--- src/rtl/inst_encoder.sv ---
// -----------------------------------------------------------------------------
// inst_encoder
//
// Packs field-level DLX instruction requests (format, opcode, func, register
// fields, immediate) into 32-bit instruction words and streams them, with
// sequential word addresses, into instruction memory through a small output
// FIFO. A legal TRAP drains the FIFO and parks the block in HALTED until a
// restart. While halted the address counter can be reloaded.
//
// Ports
//   clk, rst            rising-edge clock, asynchronous active-high reset
//   in_valid/in_ready   request handshake
//   in_fmt              0=R, 1=I, 2=J, 3=illegal
//   in_opcode, in_func  opcode (unused for R) and R-type function code
//   in_rs1/rs2/rd       register fields
//   in_imm              26-bit immediate (I uses [15:0], J uses all)
//   out_valid/out_ready output handshake toward instruction memory
//   out_word, out_addr  FIFO head word and the address it is written to
//   addr_load, addr_val reload of the address counter (HALTED only)
//   restart             leave HALTED
//   halted              high while in HALTED
//   err_cnt             saturating count of dropped requests
// -----------------------------------------------------------------------------
module inst_encoder #(
    parameter int          ADDR_W     = 10,
    parameter int          FIFO_DEPTH = 4,
    parameter int unsigned RESET_ADDR = 0
) (
    input  logic              clk,
    input  logic              rst,

    input  logic              in_valid,
    output logic              in_ready,
    input  logic [1:0]        in_fmt,
    input  logic [5:0]        in_opcode,
    input  logic [5:0]        in_func,
    input  logic [4:0]        in_rs1,
    input  logic [4:0]        in_rs2,
    input  logic [4:0]        in_rd,
    input  logic [25:0]       in_imm,

    output logic              out_valid,
    input  logic              out_ready,
    output logic [31:0]       out_word,
    output logic [ADDR_W-1:0] out_addr,

    input  logic              addr_load,
    input  logic [ADDR_W-1:0] addr_val,
    input  logic              restart,
    output logic              halted,
    output logic [7:0]        err_cnt
);

    localparam int PTR_W = $clog2(FIFO_DEPTH);
    localparam int CNT_W = PTR_W + 1;

    localparam logic [5:0] OP_TRAP = 6'h11;

    typedef enum logic [1:0] {
        FMT_R   = 2'd0,
        FMT_I   = 2'd1,
        FMT_J   = 2'd2,
        FMT_BAD = 2'd3
    } fmt_e;

    typedef enum logic [1:0] {
        ST_RUN,
        ST_DRAIN,
        ST_HALTED
    } state_e;

    state_e            state_q, state_d;
    logic [31:0]       mem_q [FIFO_DEPTH];
    logic [PTR_W-1:0]  wr_ptr_q, rd_ptr_q;
    logic [CNT_W-1:0]  count_q, count_d;
    logic [ADDR_W-1:0] addr_q, addr_d;
    logic [7:0]        err_q, err_d;

    logic [31:0] word;
    logic        legal;
    logic        zext_op;
    logic        imm_ok;
    logic        accept;
    logic        push;
    logic        pop;
    logic        is_trap;

    // ------------------------------------------------------------------
    // Field packing and I-type immediate range check
    // ------------------------------------------------------------------
    // Logical/unsigned I opcodes take a zero-extended 16-bit immediate,
    // everything else a sign-extended one, so the bits above the field
    // must be a plain extension of it.
    assign zext_op = (in_opcode == 6'h09) || (in_opcode == 6'h0b) ||
                     (in_opcode == 6'h0c) || (in_opcode == 6'h0d) ||
                     (in_opcode == 6'h0e) || (in_opcode == 6'h0f);

    assign imm_ok = zext_op ? (in_imm[25:16] == '0)
                            : ((in_imm[25:15] == '0) || (in_imm[25:15] == '1));

    // NOTE: every output of a combinational block gets a default first, so
    // no path through the case leaves it unassigned and no latch is inferred.
    always_comb begin
        word  = '0;
        legal = 1'b0;
        case (fmt_e'(in_fmt))
            FMT_R: begin
                word  = {6'h00, in_rs1, in_rs2, in_rd, 5'h00, in_func};
                legal = 1'b1;
            end
            FMT_I: begin
                word  = {in_opcode, in_rs1, in_rd, in_imm[15:0]};
                legal = imm_ok;
            end
            FMT_J: begin
                word  = {in_opcode, in_imm};
                legal = 1'b1;
            end
            default: begin
                word  = '0;
                legal = 1'b0;
            end
        endcase
    end

    // ------------------------------------------------------------------
    // Handshakes
    // ------------------------------------------------------------------
    // in_ready is a function of registered state only; a pop from a full
    // FIFO does not open the input in the same cycle.
    assign in_ready  = (state_q == ST_RUN) && (count_q < CNT_W'(FIFO_DEPTH));
    assign accept    = in_valid && in_ready;
    assign push      = accept && legal;
    assign out_valid = (count_q != '0);
    assign pop       = out_valid && out_ready;
    assign is_trap   = (fmt_e'(in_fmt) == FMT_J) && (in_opcode == OP_TRAP);

    assign out_word  = mem_q[rd_ptr_q];
    assign out_addr  = addr_q;
    assign halted    = (state_q == ST_HALTED);
    assign err_cnt   = err_q;

    // ------------------------------------------------------------------
    // Next-state logic
    // ------------------------------------------------------------------
    always_comb begin
        state_d = state_q;
        count_d = count_q;
        addr_d  = addr_q;
        err_d   = err_q;

        case ({push, pop})
            2'b10:   count_d = count_q + CNT_W'(1);
            2'b01:   count_d = count_q - CNT_W'(1);
            default: count_d = count_q;
        endcase

        if (pop) begin
            addr_d = addr_q + ADDR_W'(1);
        end

        if (accept && !legal && (err_q != 8'hFF)) begin
            err_d = err_q + 8'd1;
        end

        case (state_q)
            ST_RUN: begin
                if (push && is_trap) begin
                    state_d = ST_DRAIN;
                end
            end
            ST_DRAIN: begin
                if (count_d == '0) begin
                    state_d = ST_HALTED;
                end
            end
            ST_HALTED: begin
                // The FIFO is empty here, so a load never races a pop.
                if (addr_load) begin
                    addr_d = addr_val;
                end
                if (restart) begin
                    state_d = ST_RUN;
                end
            end
            default: state_d = ST_RUN;
        endcase
    end

    // ------------------------------------------------------------------
    // State registers
    // ------------------------------------------------------------------
    // NOTE: sequential state uses non-blocking assignments so every register
    // samples values from before the edge regardless of statement order.
    always_ff @(posedge clk or posedge rst) begin
        if (rst) begin
            state_q <= ST_RUN;
            count_q <= '0;
            addr_q  <= ADDR_W'(RESET_ADDR);
            err_q   <= '0;
        end else begin
            state_q <= state_d;
            count_q <= count_d;
            addr_q  <= addr_d;
            err_q   <= err_d;
        end
    end

    // NOTE: the storage array is reset on purpose: out_word is the head
    // entry and must read zero after reset, not stale data.
    always_ff @(posedge clk or posedge rst) begin
        if (rst) begin
            wr_ptr_q <= '0;
            rd_ptr_q <= '0;
            for (int i = 0; i < FIFO_DEPTH; i++) begin
                mem_q[i] <= '0;
            end
        end else begin
            if (push) begin
                mem_q[wr_ptr_q] <= word;
                wr_ptr_q        <= wr_ptr_q + PTR_W'(1);
            end
            if (pop) begin
                rd_ptr_q <= rd_ptr_q + PTR_W'(1);
            end
        end
    end

endmodule

--- config.mk ---
export PLATFORM = sky130hd
export DESIGN_NAME = inst_encoder
export DESIGN_NICKNAME = d
export VERILOG_FILES = /design/src/rtl/inst_encoder.sv
export SDC_FILE = /design/constraint.sdc
export NUM_CORES = 1
export LEC_CHECK = 0
export ABC_AREA = 1
export ABC_CLOCK_PERIOD_IN_PS = 14100
export BUFFER_PORTS_ARGS = -buffer_cell sky130_fd_sc_hd__clkbuf_2
export CORE_UTILIZATION = 55
export CTS_BUF_LIST = sky130_fd_sc_hd__clkbuf_4 sky130_fd_sc_hd__clkbuf_8
export CTS_CLUSTER_SIZE = 10
export DETAILED_ROUTE_END_ITERATION = 10
export HOLD_SLACK_MARGIN = 0.15
export PLACE_DENSITY_LB_ADDON = 0.15
export SYNTH_ARGS = -nofsm -noshare
export SYNTH_HDL_FRONTEND = slang
export SYNTH_SLANG_ARGS = --single-unit
export TNS_END_PERCENT = 30
--- constraint.sdc ---
create_clock -name clk -period 14.1 [get_ports clk]
set_clock_uncertainty 0.1 [all_clocks]
set_input_delay 2.82 -clock clk [delete_from_list [all_inputs] [get_ports clk]]
set_output_delay 2.82 -clock clk [all_outputs]
set_load 0.02 [all_outputs]
======== Word level (Yosys, flattened, before mapping) ========
Index checks and enable logic that the tools add are counted.
word-level totals
  register bits after elaboration ......... 155
  input bits .............................. 71
cells by class
  add/subtract/negate cells ............... 6
  order comparisons ....................... 4
  equal/unequal tests ..................... 18
  multiplexer cells ....................... 17
  bitwise logic cells ..................... 2
  reduce and logical (&&, ||, !) cells .... 24
operators with widths
  operator                                                   count
  bitwise mux 128 bit                                        1
  two-way mux 32 bit                                         3
  one-hot mux 32 bit (3 select lines)                        1
  binary-select mux 32 bit (select 2 bit)                    1
  demux 32 bit (select 2 bit)                                1
  == test 6 x 4 -> 1 bit (second input constant)             6
  two-way mux 10 bit                                         3
  == test 11 bit (second input constant)                     1
  logical NOT 11 bit                                         1
  adder 10 x 1 -> 10 bit (second input constant)             1
  logical NOT 10 bit                                         1
  logical AND 1 bit                                          9
  adder 8 x 1 -> 8 bit (second input constant)               1
  inequality test 8 bit (second input constant)              1
  == test 2 x 1 -> 1 bit (second input constant)             3
  == test 2 bit (second input constant)                      3
  == test 6 x 5 -> 1 bit (second input constant)             1
  greater-or-equal comparator 3 bit (second input constant)  2
  logical OR 1 bit                                           6
  two-way mux 2 bit                                          3
  inverter 2 -> 3 bit                                        2
  one-hot mux 2 bit (3 select lines)                         1
  one-hot mux 3 bit (2 select lines)                         1
  adder 2 x 1 -> 2 bit (second input constant)               2
  14 further kinds                                           16

======== Longest topological paths before layout ========
  depth after elaboration ................. 14
  mapped depth ............................ 16
  depth with buffers taken out ............ 16

======== Worst setup path before layout ========
OpenSTA, ideal clock, no wires.
  path kind ............................... input to register
  start point ............................. in in_opcode[2]
  end point ............................... reg state_q[0]
  setup time .............................. 0.116 ns
  data arrival time ....................... 4.606 ns
  setup slack ............................. 9.277 ns
  stages .................................. 15
  cell sequence ........................... inv_1 nand2_1 nand3_1 nand2_1 nand2_1 nand3_4 nand3_4 ha_1 inv_1 fa_1 or2_2 nand4_1 nand3_1 nand2_1 nand2_1
on the way
  cells in the longest elaborated chain, start to end .. 14
  elaborated cells on any way between the ends .. 24
  classes of those cells .................. 11 x eq/ne; 3 x mux; 10 x reduce/logical
RTL lines
  element                                                         line  RTL
  start, declared                                                 35    input logic [5:0] in_opcode,
  == test 6 x 4 -> 1 bit                                          94    assign zext_op = (in_opcode == 6'h09) || (in_opcode == 6'h0b) ||
  logical OR 1 bit (2 in a row)                                   94
  logical OR 1 bit (2 in a row)                                   95    (in_opcode == 6'h0c) || (in_opcode == 6'h0d) ||
  logical OR 1 bit                                                96    (in_opcode == 6'h0e) || (in_opcode == 6'h0f);
  two-way mux 1 bit                                               98    assign imm_ok = zext_op ? (in_imm[25:16] == '0)
  one-hot mux 1 bit (2 select lines)                              106   case (fmt_e'(in_fmt))
  logical AND 1 bit                                               133   assign push = accept && legal;
  == test 2 x 1 -> 1 bit / == test 2 bit (equally long branches)  152   case ({push, pop})
  one-hot mux 3 bit (2 select lines)                              152
  logical NOT 3 bit                                               173   if (count_d == '0) begin
  inequality test 2 bit (no line)                                 --
  AND reduction 3 bit (no line) *                                 --
  end signal, assigned                                            202   state_q <= state_d;
  end, declared                                                   72    state_e state_q, state_d;
Mark *: on every way between the ends. The rest lies on a longest branch, timed or not.
A chain may end at the register's enable or synchronous reset.

======== Worst setup path in the final report ========
  start point ............................. reg rd_ptr_q[1]
  end point ............................... out out_word[11]
on the way
  cells in the longest elaborated chain, start to end .. 4
RTL lines
  element                                                line  RTL
  start, declared                                        74    logic [PTR_W-1:0] wr_ptr_q, rd_ptr_q;
  start signal, assigned                                 224   rd_ptr_q <= rd_ptr_q + PTR_W'(1);
  inverter 2 -> 3 bit (implied by the code)              138   assign out_word = mem_q[rd_ptr_q];
  binary-select mux 32 bit (select 2 bit)                138
  two-way mux 32 bit (implied by the code) (2 in a row)  138
  end, declared                                          44    output logic [31:0] out_word,
No other way between the ends. The select of a mux whose other input is x is not followed.

==> metrics.csv <==
metric,value,unit
CP endpoint kind,primary output,
Critical Path RT,11.18,ns
number of buffers created by CTS,17,
H-tree levels,4,
DR top layer,met4,
post-cts resize count,0,
die footprint,0.0148,sq mm
worst slew pin tran,1.16,ns
routed length on met1,9.06,mm
DR vias,7240,
initial antenna violation count,0,
Cells after Synth,1054,
fin crit share,0.400,
maximum vdd ir drop,0.126,mV
Hold Crit Class,reg -> reg,
GR Util All Layers,0.291,
final setup fails,0,
share of cells above drive strength 1,0.154,
RSZ-0062 raised after global routing,false,
mapped cell area,0.00786,sq mm
ANT cells,0,
clock root buffer,clkbuf_8,
Slew Limit Fails,0,
Setup Buffers After CTS,0,
ANT nets after route,0,
routability cong.,0.851,
Pwr Total,0.00191,W
setup_tns,0,ns
Synth cell types,29,
CP max FO,34,
Synth warnings,0,
"most common cell after layout, fill and taps aside",nand2_1,
Max transition margin,0.229,
vias in the first global route,6670,
Mean Syn Cell Area,7.45,sq um
GRT Residual Overflow,0,
Routed wire per std cell,15.1,microns
Routed WL,20.3,mm
Tmin final,5.64,ns
CTS tree,built,
post-DP HPWL,12.6,mm
DR WL met2,9.48,mm
"flops & latches, synth",155,
DP Worst Slack,8.92,ns
crit path kind,reg -> out,
worst setup margin,8.46,ns
first-pass GRT wire length,32.9,mm
Sink Count,155,
syn_nets,1133,
DRC errors left,0,
Pwr Density,215,mW/mm^2
metal3 WL,1.39,mm
Initial DRC Count,637,
"CTS clk-pin slew, worst paths",0.08,ns
leakage,4.90,nW
worst-case clock buffer depth,2,
Core Area,0.0139,sq mm
Layout Area Growth over Synthesis,13.2,%
Startpoint Class,register,
clk_lat worst skew,0.46,ns
# hold bufs at CTS,0,
status,completed,
IO Port Bufs,123,
vias per inst,5.38,
max_cap viols,0,
nets@finish,1232,
crit path DAT,2.72,ns
Highest Clock Rate,0.177,GHz
register area share after synthesis,0.494,
final hold violation count,0,
DIE HEIGHT,122,microns
first-pass iteration count of the detailed router,5,
pin count of the biggest net entering global routing,86,
Initial Util,0.566,
Die Span X,122,microns
"commonest cells after routing, fill and taps aside","nand2_1, dfrtp_1, clkbuf_2",
Top Ports,124,
row cnt,43,
## per-stage QoR
| stage | cells | hold WS [ns] | area [sq um] | utilization |
|---|---|---|---|---|
| after floorplan | 1054 | 0.344 | 7860 | - |
| after global placement | 1314 | 0.356 | 8470 | 0.610 |
| after detailed placement | 1314 | 0.360 | 8470 | 0.610 |
| after CTS | 1346 | 0.380 | 8890 | 0.641 |
| after global routing | 1346 | 0.397 | 8890 | 0.641 |
| final | 1346 | 0.378 | 8890 | 0.641 |
## final timing paths
path	startpoint	endpoint	slack [ns]	cells past startpoint
setup / recovery	rd_ptr_q[1]$_DFFE_PP0P_	out_word[11]	8.46	5
min in group asynchronous	rst	mem_q[18]$_DFFE_PP0P_	2.36	2
max in group asynchronous	rst	err_cnt[3]$_DFFE_PP0P_	10.14	3
hold reg to reg	mem_q[83]$_DFFE_PP0P_	mem_q[83]$_DFFE_PP0P_	0.38	2
hold / removal	mem_q[83]$_DFFE_PP0P_	mem_q[83]$_DFFE_PP0P_	0.38	2
setup reg to reg	count_q[2]$_DFF_PP0_	state_q[1]$_DFFE_PP0P_	11.60	11
## cells by family after synthesis
group / after synthesis / synth area share
XOR/XNOR: 12 / 0.0134
flip-flops: 155 / 0.494
AO/OA/AOI/OAI: 124 / 0.0863
AND/OR/NAND/NOR: 645 / 0.328
buffers and inverters: 110 / 0.0650
adder cells (fa/ha/maj): 8 / 0.0137
## per-layer routing
layer,vias up,GRT usage
li1,3513,-
met1,3423,0.393
met2,262,0.457
met3,42,0.0653
met4,0,0.111
met5,-,0
## critical path, stage by stage, from the launching register on
cell and delay, ns:
dfrtp_1 0.38, buf_4 0.26, inv_1 0.89, o21ai_0 0.22, o22ai_1 0.28, clkbuf_2 0.22
## state kept, by name, indices dropped and copies added (netlist names)
| register | cells |
|---|---|
| rd_ptr_q | 2 |
| count_q | 3 |
| err_cnt | 8 |
| out_addr | 10 |
| state_q | 2 |
| mem_q | 128 |
| wr_ptr_q | 2 |
## layout make-up
type | count | area [sq um]
clock buffer | 25 | 307
fill | 1281 | 4990
clock inverter | 7 | 114
timing repair buffer | 131 | 676
sequential | 155 | 3880
inverter | 59 | 226
multi-input combinational | 789 | 3470
tap | 180 | 225
## report_power, final
part / switching, W / internal (W)
Clock: 0.000163 / 0.000196
Combinational: 0.000554 / 0.000276
Sequential: 0.000103 / 0.000618
## Yosys cell counts
cell type  instances  area, sq um
nand4_1            9         56.3
o31ai_1            1         7.51
buf_1              1         3.75
clkinv_1           3         11.3
nand3_4            2         35.0
buf_2              6         30.0
o211ai_1           5         37.5
clkbuf_1          32          120
fa_1               1         20.0
nand3_1           32          160
buf_6             12          135
or2_2              3         18.8
o22ai_1           33          206
nor3_1             6         30.0
nand2_2            3         18.8
nor2_4             4         45.0
a31oi_1            1         6.26
nor2_1            96          360
a21oi_1            2         10.0
nor2_2             1         6.26
nand2_1          487         1830
ha_1               7         87.6
xnor2_1            4         35.0
o21ai_0           82          410
dfrtp_1          155         3880
inv_1             56          210
nor4_1             1         6.26
xor2_1             8         70.1
nor3_2             1         10.0
(Power assumes the default switching activity.)
